[config.mk]
export PLATFORM = sky130hd
export DESIGN_NAME = password_lock_fsm
export DESIGN_NICKNAME = d
export VERILOG_FILES = /design/src/rtl/password_lock_fsm.sv
export SDC_FILE = /design/constraint.sdc
export NUM_CORES = 1
export LEC_CHECK = 0
export ABC_AREA = 1
export ABC_CLOCK_PERIOD_IN_PS = 5000
export BUFFER_PORTS_ARGS = -buffer_cell sky130_fd_sc_hd__buf_2
export CORE_MARGIN = 2
export CORE_UTILIZATION = 36
export CTS_CLUSTER_DIAMETER = 40
export DETAILED_ROUTE_END_ITERATION = 6
export PLACE_DENSITY = 0.61
export SYNTH_ARGS = -nofsm -noshare
export SYNTH_HDL_FRONTEND = slang
export SYNTH_SLANG_ARGS = --single-unit
export TNS_END_PERCENT = 1
[constraint.sdc]
create_clock -name clk -period 5 [get_ports clk]
set_clock_uncertainty 0.2 [all_clocks]
set_input_delay 0.25 -clock clk [delete_from_list [all_inputs] [get_ports clk]]
set_output_delay 0.25 -clock clk [all_outputs]
set_load 0.05 [all_outputs]
[src/rtl/password_lock_fsm.sv]
// Switch-entry password lock: sync, edge-detect, digit decode, compare,
// failed-attempt counting with timed lockout and relock-on-keypress.
module password_lock_fsm #(
    parameter int N_SW        = 10,
    parameter int DIGITS      = 4,
    localparam int DW         = $clog2(N_SW),
    localparam int CW         = $clog2(DIGITS + 1),
    parameter logic [DIGITS*DW-1:0] PASSWORD = 16'h5173,
    parameter int MAX_TRIES   = 3,
    localparam int FW         = $clog2(MAX_TRIES + 1),
    parameter int LOCK_CYCLES = 50
) (
    input  logic            clk,
    input  logic            rst,
    input  logic [N_SW-1:0] switches,
    output logic            key_strobe,
    output logic [DW-1:0]   last_digit,
    output logic [CW-1:0]   entry_count,
    output logic            unlocked,
    output logic            err_pulse,
    output logic            locked_out,
    output logic [FW-1:0]   fail_count
);

    localparam int TW = $clog2(LOCK_CYCLES + 1);

    typedef enum logic [1:0] {
        ENTRY,
        OPEN,
        LOCKOUT
    } state_e;

    state_e                 state_q;
    logic [N_SW-1:0]        s1_q, s2_q, s3_q;
    logic [DIGITS*DW-1:0]   dig_q, dig_d;
    logic                   bad_q;
    logic [TW-1:0]          timer_q;

    logic                   key_ev;
    logic                   key_ok;
    logic [DW-1:0]          key_dig;
    logic                   last_pos;
    logic                   match;
    logic [FW-1:0]          fail_inc;

    // Two-flop synchroniser plus one history stage for press detection
    always_ff @(posedge clk or negedge rst) begin
        if (!rst) begin
            s1_q <= '0;
            s2_q <= '0;
            s3_q <= '0;
        end else begin
            s1_q <= switches;
            s2_q <= s1_q;
            s3_q <= s2_q;
        end
    end

    // Key event on all-released to any-pressed; one-hot press gives a digit
    always_comb begin
        key_ev  = (s2_q != '0) && (s3_q == '0);
        key_ok  = ($countones(s2_q) == 1);
        key_dig = '1;
        if (key_ok) begin
            for (int i = 0; i < N_SW; i++) begin
                if (s2_q[i]) key_dig = DW'(i);
            end
        end
    end

    // Stored sequence with the incoming digit merged in, for same-edge compare
    always_comb begin
        dig_d = dig_q;
        for (int i = 0; i < DIGITS; i++) begin
            if (entry_count == CW'(i)) dig_d[i*DW +: DW] = key_dig;
        end
        last_pos = (entry_count == CW'(DIGITS - 1));
        match    = (dig_d == PASSWORD) && key_ok && !bad_q;
        fail_inc = (fail_count == FW'(MAX_TRIES)) ? fail_count
                                                  : fail_count + FW'(1);
    end

    // Lock state machine with registered outputs
    always_ff @(posedge clk or negedge rst) begin
        if (!rst) begin
            state_q     <= ENTRY;
            dig_q       <= '0;
            bad_q       <= 1'b0;
            timer_q     <= '0;
            key_strobe  <= 1'b0;
            last_digit  <= '0;
            entry_count <= '0;
            unlocked    <= 1'b0;
            err_pulse   <= 1'b0;
            locked_out  <= 1'b0;
            fail_count  <= '0;
        end else begin
            key_strobe <= 1'b0;
            err_pulse  <= 1'b0;
            unique case (state_q)
                ENTRY: begin
                    if (key_ev) begin
                        key_strobe <= 1'b1;
                        last_digit <= key_dig;
                        dig_q      <= dig_d;
                        if (last_pos) begin
                            entry_count <= '0;
                            bad_q       <= 1'b0;
                            if (match) begin
                                state_q    <= OPEN;
                                unlocked   <= 1'b1;
                                fail_count <= '0;
                            end else begin
                                err_pulse  <= 1'b1;
                                fail_count <= fail_inc;
                                if (fail_inc == FW'(MAX_TRIES)) begin
                                    state_q    <= LOCKOUT;
                                    timer_q    <= TW'(LOCK_CYCLES);
                                    locked_out <= 1'b1;
                                end
                            end
                        end else begin
                            entry_count <= entry_count + CW'(1);
                            bad_q       <= bad_q | !key_ok;
                        end
                    end
                end
                OPEN: begin
                    if (key_ev) begin
                        key_strobe <= 1'b1;
                        last_digit <= key_dig;
                        unlocked   <= 1'b0;
                        state_q    <= ENTRY;
                    end
                end
                LOCKOUT: begin
                    if (timer_q == TW'(1)) begin
                        timer_q    <= '0;
                        locked_out <= 1'b0;
                        fail_count <= '0;
                        state_q    <= ENTRY;
                    end else begin
                        timer_q <= timer_q - TW'(1);
                    end
                end
                default: state_q <= ENTRY;
            endcase
        end
    end

endmodule
# ---- After elaboration in Yosys (flattened, before gate mapping)
# Index checks and enable logic that the tools add are counted.
dict set report totals {
  register_bits 68
  input_bits 12
  word_cells 116
}
dict set report op_classes {
  n_addsub 12
  eq_ne 18
  n_mux 52
  bitwise_logic 1
  reduce_logical 19
}
# operator count
set op_table {}
lappend op_table {{$mux W4} 15}
lappend op_table {{$mux W6} 5}
lappend op_table {{$mux W2} 10}
lappend op_table {{$eq A16 B15 Y1 const B} 1}
lappend op_table {{$mux W1} 16}
lappend op_table {{$reduce_and A5 Y1} 3}
lappend op_table {{$ne A2 B2 Y1 const B} 7}
lappend op_table {{$pmux W6 S2} 1}
lappend op_table {{$add A1 B1 Y2} 5}
lappend op_table {{$logic_not A10 Y1} 1}
lappend op_table {{$reduce_bool A10 Y1} 1}
lappend op_table {{$add A2 B2 Y3} 2}
lappend op_table {{$eq A2 B2 Y1 const B} 3}
lappend op_table {{$eq A3 B2 Y1 const B} 2}
lappend op_table {{$eq A6 B1 Y1 const B} 1}
lappend op_table {{$pmux W2 S3} 1}
lappend op_table {{$reduce_and A6 Y1} 1}
lappend op_table {{$sub A6 B1 Y6 const B} 1}
lappend op_table {{$add A4 B2 Y5} 1}
lappend op_table {{$eq A5 B1 Y1 const B} 1}
lappend op_table {{$add A3 B3 Y4} 1}
lappend op_table {{$pmux W1 S2} 2}
lappend op_table {{$pmux W2 S2} 1}
lappend op_table {{$reduce_and A2 Y1} 2}
lappend op_table {{14 further kinds} 18}

# ---- Logic depth before layout (Yosys ltp)
# Gate-level depths: netlist of the first run.
dict set report depth {
  ltp_word 19
  mapped_depth 23
  depth_no_buf 22
}

# ---- Worst setup path after synthesis of the first run
# OpenSTA, ideal clock, no wires.
dict set report synth_path {
  path_type {flip-flop to flip-flop}
  startpoint {reg s2_q[0]}
  endpoint {reg timer_q[4]}
  setup_ps 127
  arrival_ps 3700
  required_time_ps 4673
  slack_ps 972
  stages_incl_launch_ff 21
  n_path_buf 1
  path_cell_list {dfrtp_1 fa_1 fa_1 inv_1 fa_1 inv_1 ha_1 inv_1 fa_1 nand3_2 a21oi_2 buf_6 nand2_2 nand2_2 nand2_2 nor2_2 nand3_2 nor2_4 nand3_2 nand2_4 o21ai_0}
}
dict set report synth_via {
  elab_chain_cells 17
  word_cells_on_any_way 28
  cone_classes {add/sub (4); eq/ne (4); mux (15); reduce/logical (5)}
}
# item line_no
set synth_rtl {}
lappend synth_rtl {{start, declared} 34} ;# logic [N_SW-1:0] s1_q, s2_q, s3_q;
lappend synth_rtl {{start signal, assigned} 54} ;# s2_q <= s1_q;
lappend synth_rtl {{parallel branches: the longest is 16 deep, another holds $add A4 B2 Y5} n/a}
lappend synth_rtl {{$reduce_and A5 Y1 (no line) *} n/a}
lappend synth_rtl {{end signal, assigned} 118} ;# timer_q <= TW'(LOCK_CYCLES);
lappend synth_rtl {{end signal, assigned} 143} ;# timer_q <= timer_q - TW'(1);
lappend synth_rtl {{end, declared} 37} ;# logic [TW-1:0] timer_q;
# Every way passes the cells marked *.
# A chain may end at the register's enable or synchronous reset.

# ---- Final worst setup path of the first run
# Ends and elaborated chain as after synthesis.

==> summary.txt, run 1 <==
Timing
  • Final Max Slew Viols: 0
  • Relative slew slack: 0.434
  • Worst-margin pin slew: 849 ps
  • Final setup viols: 0
  • Min cycle time layout: 4580 ps
  • Hold violation count in the final report: 0
  • F_max: 0.218 GHz
  • Tcrit/Tclk final: 0.916
  • Setup TNS: 0 ps
  • RSZ-0062 raised after global routing: no

Routing
  • Antenna viol nets, final: 0
  • First drt pass iteration count: 4
  • Total number of vias: 2,280
  • WL final: 5820 microns
  • Iter 0 DRT Violations: 120
  • WL/cell: 11.5 microns
  • Via/cell ratio: 4.51
  • DR DRC count: 0

Layout
  • Commonest non-fill, non-tap cell in the layout: nand2_1
  • Diodes inserted: 0
  • Commonest cells after routing, fill and taps aside: nand2_1 (108), dfrtp_1 (68), inv_1 (41)
  • Cell area after layout: 3730 sq um
  • P&R area growth vs syn: 16.9%
  • Non-Filler Instances: 505
  • Multi-input logic area: 1290 sq um
  • Number of fill cells: 837
  • Share of cells above drive strength 1: 0.189
  • Register area: 1700 sq um
  • Nets@finish: 421

Placed design
  • Post-Place Cells: 479
  • Placement Cell Area: 3430 sq um
  • I/O Buffers: 24
  • Gpl congestion: 0.826
  • Hpwl dp: 4110 microns

Floorplanning
  • Die H: 98.1 microns
  • Die area: 9620 sq um
  • Site row count: 34
  • Core Area: 8640 sq um
  • Die Span X: 98.1 microns
  • I/O pin count: 25
  • Initial core utilization: 0.369

Setup path
  • WP data required: 5020 ps
  • CP Capture Type: flop
  • Startpoint types: flop
  • Critical path class: flop to flop
  • Worst Path Max Fanout: 12
  • Crit path arrival time: 4600 ps
  • R2R Setup Slk: 420 ps

Logic synthesis
  • Sequential area share after synthesis: 0.534
  • Syn nets: 378
  • Syn Area/Cell: 9.11 sq um
  • Cell Area, Synth: 3190 sq um
  • Yosys warns: 0
  • Netlist cell types: 34
  • #FFs+latches synth: 68
  • Syn Inst Count: 350

Min path
  • Hold Crit Class: flop to flop

Job
  • Max Cap Violations: 0

CTS
  • Post-CTS sizing: 0
  • Total CTS buffers: 9
  • Clk sinks: 68
  • H-tree Lvls: 3
  • Root Driver: clkbuf_8
  • CTS clock-pin slew for the worst setup and hold paths: 70 ps
  • CTS tree: built
  • CTS max path bufs: 2
  • Clk_lat worst skew: 350 ps

Global routing
  • Initial antenna violation count: 0
  • GR Util All Layers: 0.135
  • Pin count of the biggest net entering global routing: 69
  • Global-route wire length before repair: 10,400 microns
  • Vias in the first global route: 2,249
  • GRT overflow: 0

Power and ir drop
  • Pwr/cell area: 341 nW/um^2
  • Overall power: 1270 uW
  • Peak supply drop: 0.000196 V
  • P_leak: 0.00183 uW

Outcome
  • Status: completed
==> area by class of cell <==
type	count	share of cell area
Clock buffer	9	0.0332
Clock inverter	6	0.0178
Inverter	46	0.0463
Multi-Input combinational cell	232	0.346
Sequential cell	68	0.457
Tap cell	108	0.0363
Timing Repair Buffer	36	0.0638
==> synthesized netlist by cell type (all sizes together) <==
| cell | instances | area share |
|---|---|---|
| clkbuf | 1 | 0.0012 |
| nor4b | 1 | 0.0047 |
| nand3 | 21 | 0.038 |
| ha | 10 | 0.039 |
| o21a | 1 | 0.0024 |
| a31oi | 1 | 0.0020 |
| o21ai | 23 | 0.038 |
| a21boi | 1 | 0.0024 |
| buf | 3 | 0.0067 |
| dfrtp | 68 | 0.53 |
| nor2 | 29 | 0.044 |
| nand2 | 115 | 0.14 |
| fa | 6 | 0.038 |
| nand4 | 2 | 0.0039 |
| xor2 | 2 | 0.0055 |
| a21oi | 6 | 0.012 |
| mux2 | 1 | 0.0035 |
| or2 | 9 | 0.018 |
| o31ai | 1 | 0.0024 |
| nor3 | 3 | 0.0082 |
| inv | 46 | 0.054 |
==> state kept, by name, indices dropped and copies added (netlist names) <==
register / flops
last_digit: 4
s3_q: 10
locked_out: 1
state_q: 2
s2_q: 10
entry_count: 3
unlocked: 1
fail_count: 2
bad_q: 1
err_pulse: 1
key_strobe: 1
dig_q: 16
s1_q: 10
timer_q: 6
==> worst max-delay path, cell delays in order, from the launching register on <==
cell	delay (ps)
dfrtp_1	430
fa_1	510
fa_1	510
inv_1	50
fa_1	420
inv_1	60
ha_1	150
inv_1	50
fa_1	490
nand3_2	80
a21oi_2	380
inv_1	150
nor2_1	150
nand2_1	170
nand2_1	100
nand2_1	60
nand2_1	110
nor2_4	60
nand3_2	90
nand2_4	80
nand2_1	60
o21ai_0	70
==> stage by stage <==
step	hold slack, ps	setup slack [ps]	util
floorplan	-246	972	-
CTS	153	425	0.431
global route	161	97.5	0.431
finish	150	418	0.431
global placement	132	491	0.397
detailed placement	136	443	0.397
==> final timing paths <==
path / startpoint / endpoint / cells past startpoint
min reg2reg: s1_q[0] / s2_q[0] / 0
max: s2_q[0] / timer_q[4] / 21
min in group asynchronous: rst / s2_q[2] / 3
min: s1_q[0] / s2_q[0] / 0
max in group asynchronous: rst / dig_q[2] / 3
max reg2reg: s2_q[0] / timer_q[4] / 21
==> cells by family after synthesis <==
| family | count (synthesis) | synth area share |
|---|---|---|
| buffers and inverters | 50 | 0.0620 |
| and+or+nand+nor | 180 | 0.259 |
| adders and majority gates | 16 | 0.0769 |
| muxes | 1 | 0.00353 |
| DFF | 68 | 0.534 |
| AOI/OAI and AO/OA | 33 | 0.0593 |
| xor gates and xnor gates | 2 | 0.00550 |
==> what timing repair did <==
item	4_1_cts	5_1_grt
hold endpoints to repair	78	0
hold buffers	11	0
buffers inserted	0	0
==> metal layers <==
metal | track usage | vias to the layer above | wire, microns
met1 | 0.178 | 1063 | 2920
met2 | 0.213 | 40 | 2590
met4 | 0.0545 | 0 | 71
li1 | - | 1169 | -
met3 | 0.0351 | 8 | 239
met5 | 0 | - | 0
==> power by group <==
group	switching (uW)	internal (uW)	leakage (uW)
Sequential	18.6	585	0.000832
Combinational	153	74.4	0.000904
Clock	213	228	0.0000990
Total	385	887	0.00183
Power figures use the tool's default switching activity.
==> inputs of run 2 (changes only) <==
CORE_ASPECT_RATIO = 0.7   (was default)
CORE_MARGIN = 5   (was 2)
CTS_BUF_LIST = sky130_fd_sc_hd__clkbuf_4   (was default)
==> summary.txt, run 2 (synthesis gave the netlist of run 1 again) <==
Floorplanning
  • Initial core utilization: 0.373 (was 0.369)
  • I/O pin count: 25 (unchanged)
  • Die Span X: 122 microns (was 98.1 microns)
  • Site row count: 28 (was 34)
  • Die area: 10,900 sq um (was 9620 sq um)
  • Core Area: 8550 sq um (was 8640 sq um)
  • Die H: 88.7 microns (was 98.1 microns)

CTS
  • Total CTS buffers: 9 (unchanged)
  • H-tree Lvls: 3 (unchanged)
  • CTS max path bufs: 2 (unchanged)
  • Clk_lat worst skew: 420 ps (was 350 ps)
  • Setup repair bufs after CTS: 0 (unchanged)
  • Clk sinks: 68 (unchanged)
  • CTS clock-pin slew for the worst setup and hold paths: 120 ps (was 70 ps)
  • CTS tree: built (unchanged)
  • Root Driver: clkbuf_4 (was clkbuf_8)

Setup path
  • CP max stage delay: 510 ps (about the same)
  • CP Capture Type: flop (unchanged)
  • Critical path class: flop to flop (unchanged)
  • Crit path cell chain: fa_1, fa_1, inv_1, fa_1, inv_1, ha_1, inv_1, fa_1, nand3_2, a21oi_4, inv_1, nor2_1, nand2_1, nand2_1, nand2_1, nand2_1, nor2_4, nand3_2, nand2_4, nand2_1, o21ai_0 (was fa_1, fa_1, inv_1, fa_1, inv_1, ha_1, inv_1, fa_1, nand3_2, a21oi_2, inv_1, nor2_1, nand2_1, nand2_1, nand2_1, nand2_1, nor2_4, nand3_2, nand2_4, nand2_1, o21ai_0)
  • Startpoint types: flop (unchanged)
  • Slowest CP cell: fa_1 (unchanged)
  • Crit path arrival time: 4600 ps (about the same)
  • Worst Path Max Fanout: 12 (unchanged)
  • Most frequent cell on the critical path: nand2_1 (unchanged)
  • WP data required: 5120 ps (was 5020 ps)

Power and ir drop
  • Peak supply drop: 0.000174 V (was 0.000196 V)
  • Switching pwr: 389 uW (was 385 uW)
  • Share of power burned in registers: 0.481 (was 0.474)
  • Pwr/cell area: 337 nW/um^2 (was 341 nW/um^2)
  • P_leak: 0.00182 uW (was 0.00183 uW)
  • Internal power: 866 uW (was 887 uW)
  • Sw frac: 0.310 (was 0.302)
  • Combinational Power Share: 0.190 (was 0.179)
  • Clock power share: 0.329 (was 0.347)
  • Overall power: 1260 uW (was 1270 uW)

Layout
  • Commonest cells after routing, fill and taps aside: nand2_1 (108), dfrtp_1 (68), inv_1 (41) (unchanged)
  • Diodes inserted: 0 (unchanged)
  • Number of fill cells: 846 (was 837)
  • Number of flip-flops in the largest register: 16 (unchanged)
  • Share of cells above drive strength 1: 0.191 (was 0.189)
  • Nets@finish: 421 (unchanged)
  • Top reg by flops: dig_q (unchanged)
  • P&R area growth vs syn: 16.9% (unchanged)
  • Commonest non-fill, non-tap cell in the layout: nand2_1 (unchanged)

Outcome
  • Status: completed (unchanged)

Timing
  • Final Max Slew Viols: 0 (unchanged)
  • Relative slew slack: 0.429 (was 0.434)
  • Min cycle time layout: 4490 ps (was 4580 ps)
  • Tcrit/Tclk final: 0.898 (was 0.916)
  • RSZ-0062 raised after global routing: no (unchanged)
  • Final setup viols: 0 (unchanged)
  • Worst-margin pin slew: 856 ps (was 849 ps)
  • F_max: 0.223 GHz (was 0.218 GHz)
  • Hold violation count in the final report: 0 (unchanged)
  • Setup TNS: 0 ps (unchanged)

Placed design
  • Hpwl dp: 4380 microns (was 4110 microns)
  • Gpl congestion: 0.817 (was 0.826)
  • I/O Buffers: 24 (unchanged)

Routing
  • Iter 0 DRT Violations: 181 (was 120)
  • First drt pass iteration count: 4 (unchanged)
  • WL/cell: 11.8 microns (was 11.5 microns)
  • Antenna viol nets, final: 0 (unchanged)
  • WL final: 6130 microns (was 5820 microns)
  • Via/cell ratio: 4.46 (was 4.51)
  • DR DRC count: 0 (unchanged)
  • Total number of vias: 2,310 (was 2,280)

Min path
  • Hold Crit Class: flop to flop (unchanged)

Global routing
  • GRT overflow: 0 (unchanged)
  • Pin count of the biggest net entering global routing: 69 (unchanged)
  • Global-route wire length before repair: 11,000 microns (was 10,400 microns)
  • GR Util All Layers: 0.131 (was 0.135)
  • Vias in the first global route: 2,324 (was 2,249)
  • Initial antenna violation count: 0 (unchanged)

Job
  • Max Cap Violations: 0 (unchanged)
==> run 2: cell count changes in the layout (fill, tap and decap cells not counted) <==
cell	before	now
clkbuf_8	9	0
clkinvlp_4	0	3
a21oi_4	0	1
clkinv_2	2	0
inv_6	0	1
a21oi_2	2	1
clkinv_4	3	1
bufinv_16	1	2
clkbuf_4	0	9
==> run 2: critical path: cells and delay by family (launching register included) <==
| family | cells | cell delay [ps] |
|---|---|---|
| buffers and inverters | 4 | 310 |
| adders and majority gates | 5 | 2090 |
| DFF | 1 | 450 |
| AOI/OAI and AO/OA | 2 | 350 |
| and+or+nand+nor | 10 | 990 |
==> run 2: layout make-up <==
| type | instances | area, sq um | share of cell area |
|---|---|---|---|
| multi-input cells | 232 | 1300 | 0.348 |
| clock buffers | 9 | 67.6 | 0.0181 |
| well taps | 120 | 150 | 0.0403 |
| flip-flops and latches | 68 | 1700 | 0.457 |
| clock inverters | 7 | 100 | 0.0269 |
| inverters | 46 | 173 | 0.0463 |
| repair buffers | 36 | 238 | 0.0638 |
==> run 2: repair_timing <==
action | CTS | global route
hold buffers | 11 | 0
endpoints found under the hold margin | 78 | 0
endpoints found under the setup margin | 0 | 3
gates resized for setup | 0 | 1
==> run 2: worst paths after layout <==
kind | from | end | slack (ps) | depth (start not counted)
max reg2reg | s2_q[0] | timer_q[4] | 510 | 21
max in group asynchronous | rst | dig_q[4] | 3690 | 3
min | s1_q[6] | s2_q[6] | 160 | 0
max | s2_q[0] | timer_q[4] | 510 | 21
min in group asynchronous | rst | err_pulse | 350 | 3
min reg2reg | s1_q[6] | s2_q[6] | 160 | 0
==> run 2: power by group through the flow <==
stage	Sequential [uW]	Clock (uW)	Combinational, uW
floorplan	643	0	145
global placement	614	0	224
detailed placement	615	0	229
CTS	604	434	236
global route	609	454	273
finish	603	413	239
==> run 2: through the flow <==
step	util	worst slack [ps]	hold slack (ps)	instance area, sq um	instances
final	0.436	512	159	3730	518
after global routing	0.436	138	168	3730	518
after floorplan	-	972	-246	3190	350
after detailed placement	0.403	370	136	3440	491
after CTS	0.435	361	164	3720	518
after global placement	0.403	408	134	3440	491
==> run 2: per-layer routing <==
metal,vias to the layer above,part of all wire,track usage
li1,1178,-,-
met1,1083,0.53,0.178
met2,43,0.41,0.194
met3,6,0.044,0.0409
met4,0,0.013,0.0589
met5,-,0,0
==> inputs of run 3 (changes only) <==
BUFFER_PORTS_ARGS = default   (was -buffer_cell sky130_fd_sc_hd__buf_2)
DONT_BUFFER_PORTS = 1   (was default)
PLACE_DENSITY = default   (was 0.61)
PLACE_DENSITY_LB_ADDON = 0.15   (was default)
==> summary.txt, run 3 (synthesis gave the netlist of run 1 again) <==
Outcome
  • Status: completed (unchanged)

Setup path
  • Crit path arrival time: 4740 ps (was 4600 ps)
  • R2R Setup Slk: 370 ps (was 510 ps)
  • CP max stage delay: 540 ps (was 510 ps)
  • End of the worst register-to-register path: timer_q[4] (unchanged)
  • Critical path class: flop to flop (unchanged)
  • Slowest CP cell: fa_1 (unchanged)
  • Most frequent cell on the critical path: nand2_1 (unchanged)
  • Worst Path Max Fanout: 12 (unchanged)
  • Worst reg2reg startpoint: s2_q[0] (unchanged)
  • WP data required: 5110 ps (was 5120 ps)
  • R2R depth: 21 (unchanged)
  • Crit path cell chain: fa_1, fa_1, inv_1, fa_1, inv_1, ha_1, inv_1, fa_1, nand3_2, a21oi_4, inv_1, nor2_1, nand2_1, nand2_1, nand2_1, nand2_1, nor2_4, nand3_2, nand2_4, nand2_1, o21ai_0 (unchanged)
  • Startpoint types: flop (unchanged)
  • CP Capture Type: flop (unchanged)

Layout
  • Commonest cells after routing, fill and taps aside: nand2_1 (108), dfrtp_1 (68), inv_1 (41) (unchanged)
  • Nets@finish: 397 (was 421)
  • Top reg by flops: dig_q (unchanged)
  • Non-Filler Instances: 494 (was 518)
  • Diodes inserted: 0 (unchanged)
  • P&R area growth vs syn: 13.0% (was 16.9%)
  • Number of flip-flops in the largest register: 16 (unchanged)
  • Commonest non-fill, non-tap cell in the layout: nand2_1 (unchanged)
  • Share of cells above drive strength 1: 0.139 (was 0.191)
  • Number of fill cells: 861 (was 846)

Power and ir drop
  • P_leak: 0.00172 uW (was 0.00182 uW)
  • Peak supply drop: 0.000120 V (was 0.000174 V)
  • Pwr/cell area: 333 nW/um^2 (was 337 nW/um^2)

CTS
  • Clk_lat worst skew: 430 ps (was 420 ps)
  • CTS clock-pin slew for the worst setup and hold paths: 120 ps (about the same)
  • Root Driver: clkbuf_4 (unchanged)
  • H-tree Lvls: 3 (unchanged)
  • Setup repair bufs after CTS: 0 (unchanged)
  • Total CTS buffers: 9 (unchanged)
  • CTS tree: built (unchanged)
  • Clk sinks: 68 (unchanged)
  • CTS max path bufs: 2 (unchanged)

Global routing
  • Initial antenna violation count: 0 (unchanged)
  • Pin count of the biggest net entering global routing: 69 (unchanged)
  • Vias in the first global route: 2,123 (was 2,324)
  • GR Util All Layers: 0.131 (about the same)
  • Global-route wire length before repair: 10,600 microns (was 11,000 microns)
  • GRT overflow: 0 (unchanged)

Timing
  • Setup TNS: 0 ps (unchanged)
  • Min Hold Slack: 153 ps (was 159 ps)
  • Relative slew slack: 0.617 (was 0.429)
  • Hold violation count in the final report: 0 (unchanged)
  • F_max: 0.216 GHz (was 0.223 GHz)
  • Final Max Slew Viols: 0 (unchanged)
  • Final setup viols: 0 (unchanged)
  • Min cycle time layout: 4630 ps (was 4490 ps)
  • RSZ-0062 raised after global routing: no (unchanged)
  • Tcrit/Tclk final: 0.925 (was 0.898)
  • Worst-margin pin slew: 574 ps (was 856 ps)

Routing
  • WL final: 6310 microns (was 6130 microns)
  • DR DRC count: 0 (unchanged)
  • Antenna viol nets, final: 0 (unchanged)
  • Total number of vias: 2,202 (was 2,310)
  • Via/cell ratio: 4.46 (about the same)
  • First drt pass iteration count: 6 (was 4)
  • Iter 0 DRT Violations: 134 (was 181)
  • WL/cell: 12.8 microns (was 11.8 microns)

Job
  • Max Cap Violations: 0 (unchanged)

Floorplanning
  • I/O pin count: 25 (unchanged)
  • Die Span X: 122 microns (unchanged)
  • Core Area: 8550 sq um (unchanged)
  • Site row count: 28 (unchanged)
  • Die area: 10,900 sq um (unchanged)
  • Initial core utilization: 0.373 (unchanged)
  • Die H: 88.7 microns (unchanged)

Min path
  • Hold Crit Class: input port to asynchronous set/reset pin (was flop to flop)

Placed design
  • I/O Buffers: 0 (was 24)
  • Gpl congestion: 0.800 (was 0.817)
  • Hpwl dp: 4630 microns (was 4380 microns)
  • Post-Place Cells: 466 (was 491)
-- run 3: what timing repair did --
action	CTS	global route
hold buffers	12	0
resized for setup	0	1
endpoints found under the setup margin	0	9
endpoints found under the hold margin	78	0
-- run 3: critical path, delay by kind of cell (launching register included) --
| kind | cells | cell delay, ps |
|---|---|---|
| adder cells (fa/ha/maj) | 5 | 2130 |
| AND/OR/NAND/NOR | 10 | 1040 |
| flip-flops | 1 | 460 |
| AO/OA/AOI/OAI | 2 | 360 |
| buffers and inverters | 4 | 330 |
-- run 3: metal layers --
metal,part of all wire,global-route usage
met3,0.080,0.0524
met5,0,0
met2,0.38,0.167
met1,0.53,0.192
met4,0.015,0.0579
-- run 3: cell type report --
class | count | area, sq um | share of cell area
Multi-Input combinational cell | 232 | 1300 | 0.360
Sequential cell | 68 | 1700 | 0.472
Inverter | 46 | 173 | 0.0479
Tap cell | 120 | 150 | 0.0417
Timing Repair Buffer | 12 | 138 | 0.0382
Clock inverter | 7 | 76.3 | 0.0212
Clock buffer | 9 | 67.6 | 0.0188
-- run 3: how the worst max path moves through the flow --
| stage | from | endpoint | slack (ps) |
|---|---|---|---|
| global placement | s2_q[0] | timer_q[4] | 380 |
| floorplan | s2_q[0] | timer_q[4] | 970 |
| global route | s2_q[0] | fail_count[0] | 70 |
| detailed placement | s2_q[0] | timer_q[4] | 290 |
| finish | s2_q[0] | timer_q[4] | 370 |
| CTS | s2_q[0] | timer_q[4] | 270 |
-- run 3: through the flow --
step	instance area, sq um	setup WS (ps)	utilization	power, uW
after CTS	3590	270	0.421	1210
after global routing	3600	71.3	0.421	1280
after detailed placement	3310	294	0.388	821
after floorplan	3190	972	-	788
final	3600	373	0.421	1200
after global placement	3310	379	0.388	817
-- run 3: report_power, final --
| group | internal (uW) | leakage [uW] | total [uW] | switching (uW) |
|---|---|---|---|---|
| Combinational | 70.1 | 0.000812 | 197 | 127 |
| Clock | 154 | 0.0000725 | 365 | 210 |
| Sequential | 584 | 0.000832 | 638 | 53.9 |
